==> config.mk <==
export PLATFORM = sky130hd
export DESIGN_NAME = clk_ratio_meter
export DESIGN_NICKNAME = d
export VERILOG_FILES = /design/src/rtl/clk_ratio_meter.sv
export SDC_FILE = /design/constraint.sdc
export NUM_CORES = 1
export LEC_CHECK = 0
export CAP_MARGIN = 10
export CORE_ASPECT_RATIO = 1.2
export CORE_MARGIN = 5
export CORE_UTILIZATION = 50
export CTS_BUF_LIST = sky130_fd_sc_hd__clkbuf_4 sky130_fd_sc_hd__clkbuf_8
export DETAILED_ROUTE_END_ITERATION = 8
export PLACE_DENSITY = 0.7
export REMOVE_ABC_BUFFERS = 1
export SYNTH_ARGS = -nofsm -noshare
export SYNTH_HDL_FRONTEND = slang
export SYNTH_SLANG_ARGS = --single-unit
==> constraint.sdc <==
create_clock -name I_ref_clk -period 2.9 [get_ports I_ref_clk]
set_input_delay 0.435 -clock I_ref_clk [delete_from_list [all_inputs] [get_ports I_ref_clk]]
set_output_delay 0.435 -clock I_ref_clk [all_outputs]
set_load 0.005 [all_outputs]
==> src/rtl/clk_ratio_meter.sv <==
// clk_ratio_meter: samples a divided clock on the reference clock and reports
// its high/low phase lengths, lock on a stable ratio, ratio-change errors and stalls.
module clk_ratio_meter #(
  parameter int CNT_WIDTH  = 16,
  parameter int LOCK_COUNT = 4,
  parameter int TIMEOUT    = 1000
) (
  input  logic                 I_ref_clk,
  input  logic                 I_rst,
  input  logic                 I_meas_en,
  input  logic                 I_clk_in,
  output logic [CNT_WIDTH-1:0] O_high_len,
  output logic [CNT_WIDTH-1:0] O_low_len,
  output logic                 O_valid,
  output logic                 O_locked,
  output logic                 O_err,
  output logic                 O_stall
);

  localparam logic [CNT_WIDTH-1:0] CNT_ONE   = CNT_WIDTH'(1);
  localparam logic [CNT_WIDTH-1:0] TIMEOUT_V = CNT_WIDTH'(TIMEOUT);
  localparam logic [3:0]           LOCK_MAX  = 4'(LOCK_COUNT);

  typedef enum logic [1:0] {
    ST_IDLE,
    ST_SYNC,
    ST_MEASURE
  } state_t;

  state_t               state;
  state_t               state_nxt;

  logic                 sync1;
  logic                 sync2;
  logic                 prev;
  logic                 edge_det;

  logic [CNT_WIDTH-1:0] cnt;
  logic                 cnt_max;
  logic [CNT_WIDTH-1:0] prev_len;
  logic                 has_prev;
  logic [3:0]           match_cnt;
  logic [3:0]           match_inc;
  logic                 same_len;

  logic                 clr;
  logic                 capture;
  logic                 stall_hit;
  logic                 sync_edge;

  assign edge_det  = sync2 != prev;
  assign cnt_max   = cnt == TIMEOUT_V;
  assign same_len  = cnt == prev_len;
  assign match_inc = (match_cnt == LOCK_MAX) ? match_cnt : match_cnt + 4'd1;

  // Synchronize the asynchronous divided clock and keep one delayed copy for edge detection
  always_ff @(posedge I_ref_clk) begin
    if (I_rst) begin
      sync1 <= 1'b0;
      sync2 <= 1'b0;
      prev  <= 1'b0;
    end else begin
      sync1 <= I_clk_in;
      sync2 <= sync1;
      prev  <= sync2;
    end
  end

  // State register
  always_ff @(posedge I_ref_clk) begin
    if (I_rst) state <= ST_IDLE;
    else       state <= state_nxt;
  end

  // Next-state logic; an edge takes priority over a saturated counter
  always_comb begin
    state_nxt = state;
    if (!I_meas_en) begin
      state_nxt = ST_IDLE;
    end else begin
      case (state)
        ST_IDLE:    state_nxt = ST_SYNC;
        ST_SYNC:    if (edge_det) state_nxt = ST_MEASURE;
        ST_MEASURE: if (!edge_det && cnt_max) state_nxt = ST_SYNC;
        default:    state_nxt = ST_IDLE;
      endcase
    end
  end

  // Per-state control strobes for the measurement datapath
  always_comb begin
    clr       = !I_meas_en || (state == ST_IDLE);
    capture   = I_meas_en && (state == ST_MEASURE) && edge_det;
    sync_edge = I_meas_en && (state == ST_SYNC) && edge_det;
    stall_hit = I_meas_en && (state != ST_IDLE) && !edge_det && cnt_max;
  end

  // Phase counting, length capture, lock tracking and stall flag
  always_ff @(posedge I_ref_clk) begin
    if (I_rst) begin
      cnt        <= '0;
      prev_len   <= '0;
      has_prev   <= 1'b0;
      match_cnt  <= '0;
      O_high_len <= '0;
      O_low_len  <= '0;
      O_valid    <= 1'b0;
      O_locked   <= 1'b0;
      O_err      <= 1'b0;
      O_stall    <= 1'b0;
    end else begin
      O_valid <= capture;
      if (clr) begin
        cnt       <= '0;
        has_prev  <= 1'b0;
        match_cnt <= '0;
        O_locked  <= 1'b0;
        O_err     <= 1'b0;
        O_stall   <= 1'b0;
      end else begin
        if (edge_det)     cnt <= CNT_ONE;
        else if (!cnt_max) cnt <= cnt + CNT_ONE;

        if (stall_hit) begin
          O_stall   <= 1'b1;
          O_locked  <= 1'b0;
          match_cnt <= '0;
          has_prev  <= 1'b0;
        end

        if (sync_edge) O_stall <= 1'b0;

        if (capture) begin
          // sync2 high means a rising edge, which closes a low phase
          if (sync2) O_low_len  <= cnt;
          else       O_high_len <= cnt;
          prev_len <= cnt;
          has_prev <= 1'b1;
          if (has_prev) begin
            if (same_len) begin
              match_cnt <= match_inc;
              O_locked  <= match_inc == LOCK_MAX;
            end else begin
              match_cnt <= '0;
              O_locked  <= 1'b0;
              if (O_locked) O_err <= 1'b1;
            end
          end
        end
      end
    end
  end

endmodule

# Yosys cells after proc, flatten, opt, wreduce, memory -nomap -nowiden
# Cells that the tools add are included.
[totals] ff_bits=78 input_bits=4 output_inout_bits=36 wordCells=70
[classes] n_addsub=2 eq_ne=10 muxes=16 bitwise_logic=4 reduce_logical=23
[op_table] cell="2-to-1 mux 4 bit" n=5
[op_table] cell="adder 16 x 1 -> 16 bit, second input constant" n=1
[op_table] cell="equality test 16 x 10 -> 1 bit, second input constant" n=1
[op_table] cell="equality test 16 bit" n=1
[op_table] cell="equality test 4 x 3 -> 1 bit, second input constant" n=2
[op_table] cell="logical AND 1 bit" n=8
[op_table] cell="2-to-1 mux 1 bit" n=8
[op_table] cell="inequality test 2 bit, second input constant" n=3
[op_table] cell="one-hot mux 2 bit (3 select lines)" n=1
[op_table] cell="AND reduction 3 bit" n=2
[op_table] cell="OR reduction 3 bit" n=2
[op_table] cell="adder 4 x 1 -> 4 bit, second input constant" n=1
[op_table] cell="2-to-1 mux 2 bit" n=2
[op_table] cell="inverter 1 bit" n=4
[op_table] cell="AND reduction 2 bit" n=2
[op_table] cell="AND reduction 4 bit" n=1
[op_table] cell="nonzero test 2 bit" n=2
[op_table] cell="OR reduction 2 bit" n=2
[op_table] cell="equality test 2 x 1 -> 1 bit, second input constant" n=1
[op_table] cell="equality test 2 bit, second input constant" n=1
[op_table] cell="zero test 1 bit" n=2
[op_table] cell="zero test 2 bit" n=1
[op_table] cell="logical OR 1 bit" n=1
[op_table] cell="inequality test 1 bit" n=1

# Depth between registers and ports, before layout
[logic_depth] ltp_word=7 ltp_mapped=9 depth_no_buf=7

# Worst setup path after synthesis
# No wires, ideal clock.
[synth_timing] path_kind="register -> register" start="register cnt[0]" end="register match_cnt[2]" setup_time_ns=0.058 arrival_ns=1.715 required_time_ns=2.842 slack_ns=1.126 stages_incl_launch_ff=9 n_path_buf=1 period_less_slack_ns=1.774 cell_sequence="dfxtp_1 > clkbuf_1 > inv_1 > ha_1 > nor3b_1 > nand4_1 > nor2_1 > a211oi_2 > o22a_1"
[synth_via] elab_chain_cells=5 elab_cells_between_ends=7 classes_between="2 x eq/ne; 4 x mux; 1 x reduce/logical"
[synth_rtl] item="start, declared" line="38" text="logic [CNT_WIDTH-1:0] cnt;"
[synth_rtl] item="start signal, assigned" line="122" text="else if (!cnt_max) cnt <= cnt + CNT_ONE;"
[synth_rtl] item="equality test 16 x 10 -> 1 bit" line="52" text="assign cnt_max = cnt == TIMEOUT_V;"
[synth_rtl] item="logical AND 1 bit" line="95" text="stall_hit = I_meas_en && (state != ST_IDLE) && !edge_det && cnt_max;"
[synth_rtl] item="2-to-1 mux 4 bit" line="124" text="if (stall_hit) begin"
[synth_rtl] item="2-to-1 mux 4 bit" line="139" text="if (has_prev) begin"
[synth_rtl] item="2-to-1 mux 4 bit *" line="133" text="if (capture) begin"
[synth_rtl] item="end signal, assigned" line="141" text="match_cnt <= match_inc;"
[synth_rtl] item="end, declared" line="42" text="logic [3:0] match_cnt;"
# Every way passes the cells marked *; elsewhere a longest branch is shown, timed or not.
# A chain may end at the register's enable or synchronous reset.

# Worst setup path in the final report
[layout_timing] start="register cnt[0]" end="register match_cnt[1]"
# The elaborated chain is that of the path after synthesis.

==> results_dict.tcl <==
set metrics [dict create \
    status "finished, final reports clean" \
    grt.total_usage_pct 18.2 \
    die_x_um 84.6 \
    drive_above_1_share_pct 6.90 \
    cts_buffers 9 \
    die_area_mm2 0.00842 \
    grt_max_degree 53 \
    postCtsHoldBufs 0 \
    r2r_end "match_cnt[1]$_SDFF_PP0_" \
    maxCapViolCount 0 \
    setup.worst_path.end "match_cnt[1]$_SDFF_PP0_" \
    ys.flop_type "dfxtp_1" \
    grt_pass1_wl_um 12400 \
    synthAdderAreaFrac_pct 1.50 \
    h-tree-depth 3 \
    synth_xor_area_share_pct 7.83 \
    setup-violations-final 0 \
    num_io_pins 40 \
    diodes 0 \
    reg2reg_depth 7 \
    die_h_um 99.5 \
    synth_seq_area_share_pct 46.8 \
    max_slew_margin_pct 57.3 \
    final_util_pct 60.6 \
    cp.depth 7 \
    slew_viol_final 0 \
    mostFrequentLayoutCell "dfxtp_1" \
    portBuffers 39 \
    endpoint_kind "flop" \
    routed_via_density 5.33 \
    cp_cell_sequence "inv_1 -> ha_1 -> nor3b_1 -> nand4_1 -> nor2_1 -> a211oi_2 -> a22o_1" \
    cts_resized 0 \
    synth_compound_area_share_pct 10.6 \
    p_leak_nw 1.41 \
    power_w 0.00204 \
    timing.final.crit_share_pct 72.0 \
    peakVddDrop_uv 272 \
    start_util_pct 51.5 \
    synthMuxAreaShare_pct 3.90 \
    routedWlPerCell_um 14.6 \
    hpwlAfterDp_um 4980 \
    critPathLaunch "cnt[0]$_SDFFE_PP0P_" \
    worstReg2RegStart "cnt[0]$_SDFFE_PP0P_" \
    rsz0062_at_grt "false" \
    yosys_warnings 0 \
    synth-seq-cells 78 \
    crit_type "reg -> reg" \
    clock_sinks 78 \
    power_per_cell_area_mw_per_mm2 518 \
    synthSimpleGateAreaFrac_pct 23.3 \
    hold_path.class "reg -> reg" \
    cts_tree "done" \
    grt_pass1_vias 2548 \
    rows 32 \
    finClkSkew_ns 0.0103 \
    post_cts_buffers 0 \
    synthArstFlopShare_pct 0 \
    worst_pin_slew_ns 0.638 \
    worstPathArrival_ns 2.37 \
    syn_area_mm2 0.00334 \
    layout_common_cells "78 x dfxtp_1, 57 x nand2_1, 44 x a21oi_1, 42 x nor2_1, 38 x clkdlybuf4s50_1" \
    worst-path-buf-inv 1 \
    routed_wl_um 7390 \
    worstSetupStartpointType "flop" \
    cpMaxStageDelayCell "dfxtp_1" \
    r2r_setup_slack_ns 0.81 \
    timing.final.crit_period_ns 2.09 \
    drc 0 \
    clk_pin_slew_ns 0.08 \
    clock.fmax_mhz 479 \
    synth_cell_types 41 \
    areaGrowthSynthToFinish_pct 17.7 \
    drt_iter0_drc 178 \
    nets 424 \
    finalSetupTns_ns 0 \
    synth_edf_count 0 \
    overflow 0 \
    slowest_delay_ns 0.53 \
    place_congestion 0.841 \
    cpLargestDelayFamily "compound AO/OA/AOI/OAI gates" \
    num_vias 2691 \
    synth_top_family_by_area "simple AND/OR/NAND/NOR gates" \
    syn-mean-instance-area_um2 8.45 \
    clk_path_buf_depth 2 \
    hold_viol_final 0 \
    antenna_left 0 \
    worstPathRequired_ns 3.19 \
    clkLatencyLatePin_ns 0.35 \
    dr.pass1.iters 5 \
    synthCells 395 \
    worstPathMaxFanout 9 \
    cts-root-buf "clkbuf_8" \
    antenna_found_initial 0 \
    core_mm2 0.00649 \
]
## where the power goes
group          switching (W)  total (W)  internal (W)
combinational      0.0000280  0.0000391     0.0000111
clock               0.000384   0.000921      0.000537
sequential        0.00000360    0.00108       0.00107
total               0.000415    0.00204       0.00162
## synth_stat cells (3+ instances only)
| cell type | count | area, um^2 |
|---|---|---|
| clkbuf_1 | 20 | 75.1 |
| ha_1 | 4 | 50.1 |
| dfxtp_1 | 78 | 1560 |
| a21oi_1 | 44 | 220 |
| xor2_1 | 7 | 61.3 |
| nand2_1 | 57 | 214 |
| buf_2 | 10 | 50.1 |
| nor2_1 | 42 | 158 |
| xnor2_1 | 21 | 184 |
| and3_1 | 4 | 25.0 |
| or3_1 | 3 | 18.8 |
| nand4_1 | 8 | 50.1 |
| nor2b_1 | 6 | 37.5 |
| buf_6 | 3 | 33.8 |
| mux2i_1 | 13 | 130 |
| o21ai_0 | 5 | 25.0 |
| nor3_1 | 7 | 35.0 |
| inv_1 | 8 | 30.0 |
| nand3_1 | 25 | 125 |
## logic make-up (layout without fill, tap and decap cells)
kind of cell    count (synthesis)  in the layout
compound gates                 61             61
xor+xnor                       29             29
fa+ha+maj                       4              4
buf+inv                        43             68
flops                          78             78
mux                            13             13
simple gates                  167            167
## through the flow
stage                     setup WS (ns)  cells  area, um^2  hold slack, ns
after global placement            0.711    490        3700           0.445
after global routing              0.672    505        3930           0.485
after detailed placement          0.668    490        3700           0.451
final                             0.813    505        3930           0.459
after floorplan                   0.332    360        3160           0.414
after CTS                         0.809    505        3930           0.462
## worst min-delay path by stage
stage / startpoint / to / cells after the start
2_1_floorplan: sync1$_SDFF_PP0_ / sync2$_SDFF_PP0_ / 1
3_3_place_gp: O_low_len[2]$_SDFFE_PP0P_ / O_low_len[2]$_SDFFE_PP0P_ / 2
3_5_place_dp: O_low_len[10]$_SDFFE_PP0P_ / O_low_len[10]$_SDFFE_PP0P_ / 2
4_1_cts: O_low_len[5]$_SDFFE_PP0P_ / O_low_len[5]$_SDFFE_PP0P_ / 2
5_1_grt: O_low_len[3]$_SDFFE_PP0P_ / O_low_len[3]$_SDFFE_PP0P_ / 2
6_report: O_low_len[5]$_SDFFE_PP0P_ / O_low_len[5]$_SDFFE_PP0P_ / 2
## layer usage
layer / vias up / share of wire [%] / track usage [%]
met1: 1260 / 45 / 22.4
li1: 1357 / - / -
met2: 62 / 49 / 30.5
met3: 12 / 4.5 / 4.47
met4: 0 / 2.0 / 7.43
met5: - / 0 / 0
## worst min-delay path: cells and delay by family (launching register included)
| kind | cells | cell delay, ns |
|---|---|---|
| and+or+nand+nor | 1 | 0.05 |
| AOI/OAI and AO/OA | 1 | 0.05 |
| DFF | 1 | 0.32 |
## layout make-up
class                           instances  area [um^2]
Timing Repair Buffer                   45          430
Clock inverter                          3         67.6
Multi-Input combinational cell        274         1570
Fill cell                             612         2560
Inverter                                8         30.0
Sequential cell                        78         1560
Tap cell                               85          106
Clock buffer                           12          159
## state kept, by name, summed over array words and instances (netlist names), 2 cells and up
| name | flops |
|---|---|
| prev_len | 16 |
| state | 2 |
| match_cnt | 4 |
| cnt | 16 |
| O_high_len | 16 |
| O_low_len | 16 |
Power figures use the tool's default switching activity.
